File: config.mk
export PLATFORM = sky130hd
export DESIGN_NAME = inst_fetch
export DESIGN_NICKNAME = d
export VERILOG_FILES = /design/src/rtl/inst_fetch.sv
export SDC_FILE = /design/constraint.sdc
export NUM_CORES = 1
export LEC_CHECK = 0
export BUFFER_PORTS_ARGS = -buffer_cell sky130_fd_sc_hd__buf_2
export CELL_PAD_IN_SITES_DETAIL_PLACEMENT = 0
export CELL_PAD_IN_SITES_GLOBAL_PLACEMENT = 2
export CORE_ASPECT_RATIO = 1.1
export CORE_UTILIZATION = 29
export CTS_BUF_LIST = sky130_fd_sc_hd__clkbuf_4 sky130_fd_sc_hd__clkbuf_8 sky130_fd_sc_hd__clkbuf_16
export CTS_CLUSTER_SIZE = 14
export DETAILED_ROUTE_END_ITERATION = 8
export PLACE_DENSITY = 0.79
export SLEW_MARGIN = 20
export SYNTH_ARGS = -nofsm -noshare
export SYNTH_HDL_FRONTEND = slang
export SYNTH_SLANG_ARGS = --single-unit
export TNS_END_PERCENT = 10
File: constraint.sdc
create_clock -name clk -period 10.8 [get_ports clk]
set_input_delay 3.24 -clock clk [delete_from_list [all_inputs] [get_ports clk]]
set_output_delay 3.24 -clock clk [all_outputs]
set_load 0.1 [all_outputs]
File: src/rtl/inst_fetch.sv
// inst_fetch: IF stage between pc_reg and the IF/ID latch; fetches one word per PC over req/ack,
// holds it for IF/ID and squashes on EX redirects. Define ICACHE_EN for a direct-mapped I-cache.
module inst_fetch #(
  parameter int ADDR_W       = 32,
  parameter int INST_W       = 32,
  parameter int ICACHE_LINES = 64
) (
  input  logic              clk,
  input  logic              rst,
  input  logic              rdy,
  input  logic [ADDR_W-1:0] pc_i,
  input  logic [5:0]        stall,
  input  logic              ifjump,
  output logic              mem_req_o,
  output logic [ADDR_W-1:0] mem_addr_o,
  input  logic              mem_ack_i,
  input  logic [INST_W-1:0] mem_inst_i,
  output logic [ADDR_W-1:0] if_pc_o,
  output logic [INST_W-1:0] if_inst_o,
  output logic              if_valid_o,
  output logic              stallreq_o
);

  typedef enum logic [1:0] {
    IDLE = 2'd0,
    WAIT = 2'd1,
    DONE = 2'd2
  } state_t;

  state_t              state_q,    state_d;
  logic                mem_req_q,  mem_req_d;
  logic [ADDR_W-1:0]   mem_addr_q, mem_addr_d;
  logic [ADDR_W-1:0]   if_pc_q,    if_pc_d;
  logic [INST_W-1:0]   if_inst_q,  if_inst_d;
  logic                if_valid_q, if_valid_d;
  logic                discard_q,  discard_d;

  logic                cache_hit;
  logic [INST_W-1:0]   hit_inst;

`ifdef ICACHE_EN
  localparam int IDX_W = $clog2(ICACHE_LINES);
  localparam int TAG_W = ADDR_W - 2 - IDX_W;

  logic [ICACHE_LINES-1:0] line_vld_q, line_vld_d;
  logic [TAG_W-1:0]        line_tag_q [ICACHE_LINES];
  logic [INST_W-1:0]       line_dat_q [ICACHE_LINES];
  logic [IDX_W-1:0]        rd_idx;
  logic [IDX_W-1:0]        wr_idx;
  logic                    cache_fill;

  assign rd_idx    = pc_i[2 +: IDX_W];
  assign wr_idx    = mem_addr_q[2 +: IDX_W];
  assign cache_hit = line_vld_q[rd_idx] && (line_tag_q[rd_idx] == pc_i[ADDR_W-1 -: TAG_W]);
  assign hit_inst  = line_dat_q[rd_idx];
  // Squashed fetches still fill: the word is correct, only its delivery was unwanted.
  assign cache_fill = rdy && (state_q == WAIT) && mem_ack_i;

  always_comb begin
    line_vld_d = line_vld_q;
    if (cache_fill) begin
      line_vld_d[wr_idx] = 1'b1;
    end
  end

  always_ff @(posedge clk or posedge rst) begin
    if (rst) begin
      line_vld_q <= '0;
    end else begin
      line_vld_q <= line_vld_d;
    end
  end

  always_ff @(posedge clk) begin
    if (cache_fill) begin
      line_tag_q[wr_idx] <= mem_addr_q[ADDR_W-1 -: TAG_W];
      line_dat_q[wr_idx] <= mem_inst_i;
    end
  end
`else
  logic unused_cfg;
  assign unused_cfg = (ICACHE_LINES > 0);
  assign cache_hit  = 1'b0;
  assign hit_inst   = '0;
`endif

  always_comb begin
    state_d    = state_q;
    mem_req_d  = mem_req_q;
    mem_addr_d = mem_addr_q;
    if_pc_d    = if_pc_q;
    if_inst_d  = if_inst_q;
    if_valid_d = if_valid_q;
    discard_d  = discard_q;
    if (rdy) begin
      case (state_q)
        IDLE: begin
          if (ifjump) begin
            if_valid_d = 1'b0;
          end else if (cache_hit) begin
            if_pc_d    = pc_i;
            if_inst_d  = hit_inst;
            if_valid_d = 1'b1;
            state_d    = DONE;
          end else begin
            mem_addr_d = pc_i;
            mem_req_d  = 1'b1;
            state_d    = WAIT;
          end
        end
        WAIT: begin
          if (mem_ack_i) begin
            mem_req_d = 1'b0;
            if (discard_q || ifjump) begin
              discard_d = 1'b0;
              state_d   = IDLE;
            end else begin
              if_pc_d    = mem_addr_q;
              if_inst_d  = mem_inst_i;
              if_valid_d = 1'b1;
              state_d    = DONE;
            end
          end else if (ifjump) begin
            // The memory transaction cannot be withdrawn; remember to drop its ack.
            discard_d = 1'b1;
          end
        end
        DONE: begin
          if (ifjump || !stall[1]) begin
            if_valid_d = 1'b0;
            state_d    = IDLE;
          end
        end
        default: begin
          state_d = IDLE;
        end
      endcase
    end
  end

  always_ff @(posedge clk or posedge rst) begin
    if (rst) begin
      state_q    <= IDLE;
      mem_req_q  <= 1'b0;
      mem_addr_q <= '0;
      if_pc_q    <= '0;
      if_inst_q  <= '0;
      if_valid_q <= 1'b0;
      discard_q  <= 1'b0;
    end else begin
      state_q    <= state_d;
      mem_req_q  <= mem_req_d;
      mem_addr_q <= mem_addr_d;
      if_pc_q    <= if_pc_d;
      if_inst_q  <= if_inst_d;
      if_valid_q <= if_valid_d;
      discard_q  <= discard_d;
    end
  end

  assign mem_req_o  = mem_req_q;
  assign mem_addr_o = mem_addr_q;
  assign if_pc_o    = if_pc_q;
  assign if_inst_o  = if_inst_q;
  assign if_valid_o = if_valid_q;
  assign stallreq_o = (state_q != DONE);

  // Only stall[1] concerns this stage; the other stall bits belong to other stages.
  logic unused_ok;
  assign unused_ok = ^{stall[5:2], stall[0]};

endmodule

== Word level (Yosys, flattened, before mapping) ==
Cells that the tools add are included.

* Reductions and logical operators: 13
* Muxes and demuxes: 16
* Bitwise operators: 2
* Eq/ne operators: 9

{| class="wikitable"
|+ Operators with widths
! kind !! count
|-
| AND reduction 4 bit || 4
|-
| != test 2 bit, second input constant || 6
|-
| two-way mux 1 bit || 9
|-
| two-way mux 2 bit || 4
|-
| one-hot mux 2 bit (3 select lines) || 1
|-
| AND reduction 6 bit || 1
|-
| nonzero test 2 bit || 2
|-
| one-hot mux 1 bit (3 select lines) || 1
|-
| AND reduction 3 bit || 1
|-
| nonzero test 3 bit || 1
|-
| equality test 2 x 1 -> 1 bit, second input constant || 1
|-
| equality test 2 bit, second input constant || 1
|-
| zero test 2 bit || 1
|-
| logical OR 1 bit || 2
|-
| != test 2 x 1 -> 1 bit, second input constant || 1
|-
| NOT 1 bit || 2
|-
| one-hot mux 1 bit (2 select lines) || 1
|-
| zero test 1 bit || 1
|}

* Input port bits: 75
* Output and inout bits: 99
* Word-level logic and storage cells: 47
* Bits in registers: 101

== Depth between registers and ports, before layout ==
* Word-level depth: 4
* Mapped depth: 5
* Depth with buffers taken out: 3

== Worst setup path before layout ==
Ideal clock, no wire load.

* Path type: reg2out
* From: reg state_q[0]
* To: out stallreq_o
* Data required time: 7.560 ns
* Data arrival time: 1.218 ns
* Stages on the path, launching flop included: 3
* Path buffers: 1
* Setup slack: 6.342 ns
* Cells stage by stage: dfrtp_1 > buf_6 > nand2b_1

* Longest elaborated chain between the ends: 1

{| class="wikitable"
|+ RTL lines
! element !! RTL line !! RTL
|-
| start, declared || 30 || <nowiki>state_t state_q, state_d;</nowiki>
|-
| start signal, assigned || 151 || <nowiki>state_q <= state_d;</nowiki>
|-
| != test 2 bit || 166 || <nowiki>assign stallreq_o = (state_q != DONE);</nowiki>
|-
| end, declared || 21 || <nowiki>output logic stallreq_o</nowiki>
|}

Every way passes these cells.

== Worst setup path after layout ==
* From: in ifjump
* To: reg if_inst_q[14] (netlist: if_inst_o[14])

* Longest elaborated chain between the ends: 3

{| class="wikitable"
|+ RTL lines
! element !! RTL line !! RTL
|-
| start, declared || 13 || <nowiki>input logic ifjump,</nowiki>
|-
| logical OR 1 bit || 114 || <nowiki>if (discard_q || ifjump) begin</nowiki>
|-
| NOT 1 bit (no source line) || - ||
|-
| AND reduction 4 bit (no source line) || - ||
|-
| end signal, assigned || 155 || <nowiki>if_inst_q <= if_inst_d;</nowiki>
|-
| end, declared || 34 || <nowiki>logic [INST_W-1:0] if_inst_q, if_inst_d;</nowiki>
|}

Every way passes these cells.
A chain may end at the register's enable or synchronous reset.

==> impl_results.md <==
- Yosys top cell by area: dfrtp_1
- Share of cells above drive strength 1: 0.707
- Slew Limit Headroom: 0.496
- Unrepaired setup endpoints after global routing: no
- Pins Over Slew Limit: 0
- Clk Latency, worst-skew pair: 0.35 ns
- Post-synth top flop: dfrtp_1
- Worst r2r dst: mem_addr_o[28]$_DFFE_PP0P_
- Critical path launch point type: input port
- Most common cell in the netlist: dfrtp_1
- Seq/Total Area, Yosys: 0.613
- Post-route design area: 5420 um2
- Clk_skew: 0.00601 ns
- Yosys cell types: 19
- DIE HEIGHT: 127 um
- Final hold slack: 0.500 ns
- Vias in the first global route: 2576
- IO Count: 174
- Gr ovfl total: 0
- Fillers: 1362
- Post-CTS Setup Bufs: 0
- Clk slew on worst S/H paths: 0.06 ns
- Drt wl/cell: 14.6 um
- CTS tree: yes
- FFs w/ async S/R, synth: 1.00
- CTS max path bufs: 2
- TNS Setup: 0 ns
- Post-DP HPWL: 5940 um
- Post-Synthesis Cells: 230
- DP Area: 5120 um2
- Post-Route WL: 8650 um
- Min-delay worst type: reg2reg
- Starting Density: 0.298
- DR iter-0 viols: 73
- Slew at the pin closest to its max-slew limit: 0.750 ns
- Maximum clock frequency: 205 MHz
- Number of max-cap violations: 0
- Utilization after layout: 0.392
- Syn Nets: 305
- GPL Wtd Cong: 0.680
- Max incr delay on CP: 0.57 ns
- Worst-path fanout max: 39
- Num rows: 45
- Hold Fails Final Rpt: 0
- Num CTS Buffers: 9
- Crit path max-delay cell type: buf_4
- # port buffers: 168
- Residual DRC: 0
- Drt pass-1 iters: 4
- Routed Antenna Nets: 0
- Die Area: 14700 um2
- Gates resized, CTS repair: 0
- Final Setup Violations: 0
- Hold-fix buffers, CTS: 0
- Reg-to-Reg Start: state_q[0]$_DFFE_PP0P_
- Syn avg cell area: 17.9 um2
- Register bit total from synthesis: 101
- # clock sinks: 101
- YS warnings: 0
- Post-synthesis cell area: 4120 um2
- Outcome: finished, final reports clean
- Post-route minimum period: 4.88 ns
- Final period util: 0.452
- Via/cell ratio: 4.25
- Commonest cells in the netlist: dfrtp_1 (101), mux2_4 (67), mux2_2 (29), buf_6 (9), inv_1 (4)
- Synth top area share: 0.613
- Critical path cell sequence: buf_2, nor2_1, nand4_4, buf_4, mux2_4
- Tot GR Track Use: 0.121
- CP endpoint: if_inst_o[14]$_DFFE_PP0P_
- Critical Path Source: ifjump
- First-pass GRT wire length: 13400 um
- Type of the worst setup path: in2reg
- Worst Path Arrival: 5.11 ns
- Number of synthesized flops with an enable pin: 0
- Vias: 2525
- CP endpoint kind: flop
- H-tree depth: 3
- WP data required: 11.03 ns
- Layout net count: 476
- Cells on worst reg2reg path: 3
- Die W: 116 um
- Core ar.: 13900 um2
- Initial antenna violation count: 0
- Largest net degree at the start of global routing: 58
- Cells taking the most area after synthesis: dfrtp_1 (61%), mux2_4 (24%), mux2_2 (7.9%), buf_6 (2.5%), nor4_4 (0.52%)
- Synth-to-Final Area Change: 31.6%
- Clk root buf: clkbuf_16
- ANT cells: 0
- Setup slack, reg-to-reg: 8.45 ns
## worst min-delay path by stage
stage	start	to	slack (ns)	cells after the start
floorplan	discard_q$_DFFE_PP0P_	discard_q$_DFFE_PP0P_	0.52	2
global placement	if_pc_o[8]$_DFFE_PP0P_	if_pc_o[8]$_DFFE_PP0P_	0.48	1
detailed placement	if_inst_o[25]$_DFFE_PP0P_	if_inst_o[25]$_DFFE_PP0P_	0.49	1
CTS	if_pc_o[23]$_DFFE_PP0P_	if_pc_o[23]$_DFFE_PP0P_	0.50	1
global route	if_inst_o[25]$_DFFE_PP0P_	if_inst_o[25]$_DFFE_PP0P_	0.51	1
finish	if_pc_o[23]$_DFFE_PP0P_	if_pc_o[23]$_DFFE_PP0P_	0.50	1
## layout make-up
cell class	instances	area [um2]	share of cell area
sequential	101	2530	0.466
tap	188	235	0.0434
inverter	4	17.5	0.00323
timing repair buffer	171	863	0.159
clock buffer	16	303	0.0558
multi-input combinational	114	1480	0.272
## logic make-up after synthesis
logic type / share of synthesized area
buffers and inverters: 0.0307
AOI/OAI and AO/OA: 0.0137
DFF: 0.613
muxes: 0.323
and+or+nand+nor: 0.0191
## critical path, delay by kind of cell
| kind | cells | cell delay [ns] |
|---|---|---|
| muxes | 1 | 0.38 |
| buffers and inverters | 2 | 0.71 |
| and+or+nand+nor | 2 | 0.75 |
## metal layers
metal / wire [um] / vias up / global-route usage
li1: - / 1148 / -
met1: 3830 / 1261 / 0.148
met2: 3970 / 106 / 0.191
met3: 664 / 10 / 0.0361
met4: 188 / 0 / 0.0679
met5: 0 / - / 0
## flip-flops by register name, summed over array words and instances, names as in the netlist
signal	cells
discard_q	1
mem_req_o	1
if_valid_o	1
if_pc_o	32
state_q	2
mem_addr_o	32
if_inst_o	32
## through the flow
stage,worst slack (ns),cells
floorplan,4.91,230
global placement,5.52,578
detailed placement,5.47,578
CTS,5.85,594
global route,5.81,594
finish,5.92,594
## cell usage in the layout, fill, tap and decap left out, drive strengths merged
cell,netlist,routed
nand2,2,2
mux2,96,96
nand4,1,1
clkbuf,0,16
nor4,1,1
nor3b,1,1
nand2b,2,2
inv,4,4
a21o,1,1
a21oi,1,1
nor2,1,1
dfrtp,101,101
a211oi,1,1
a31oi,2,2
buf,11,171
o2bb2ai,1,1
o21ai,3,3
nor2b,1,1
Power is left out: the tool's default activity adds up to more than one toggle a clock period on the data nets, which glitch-free logic cannot reach.
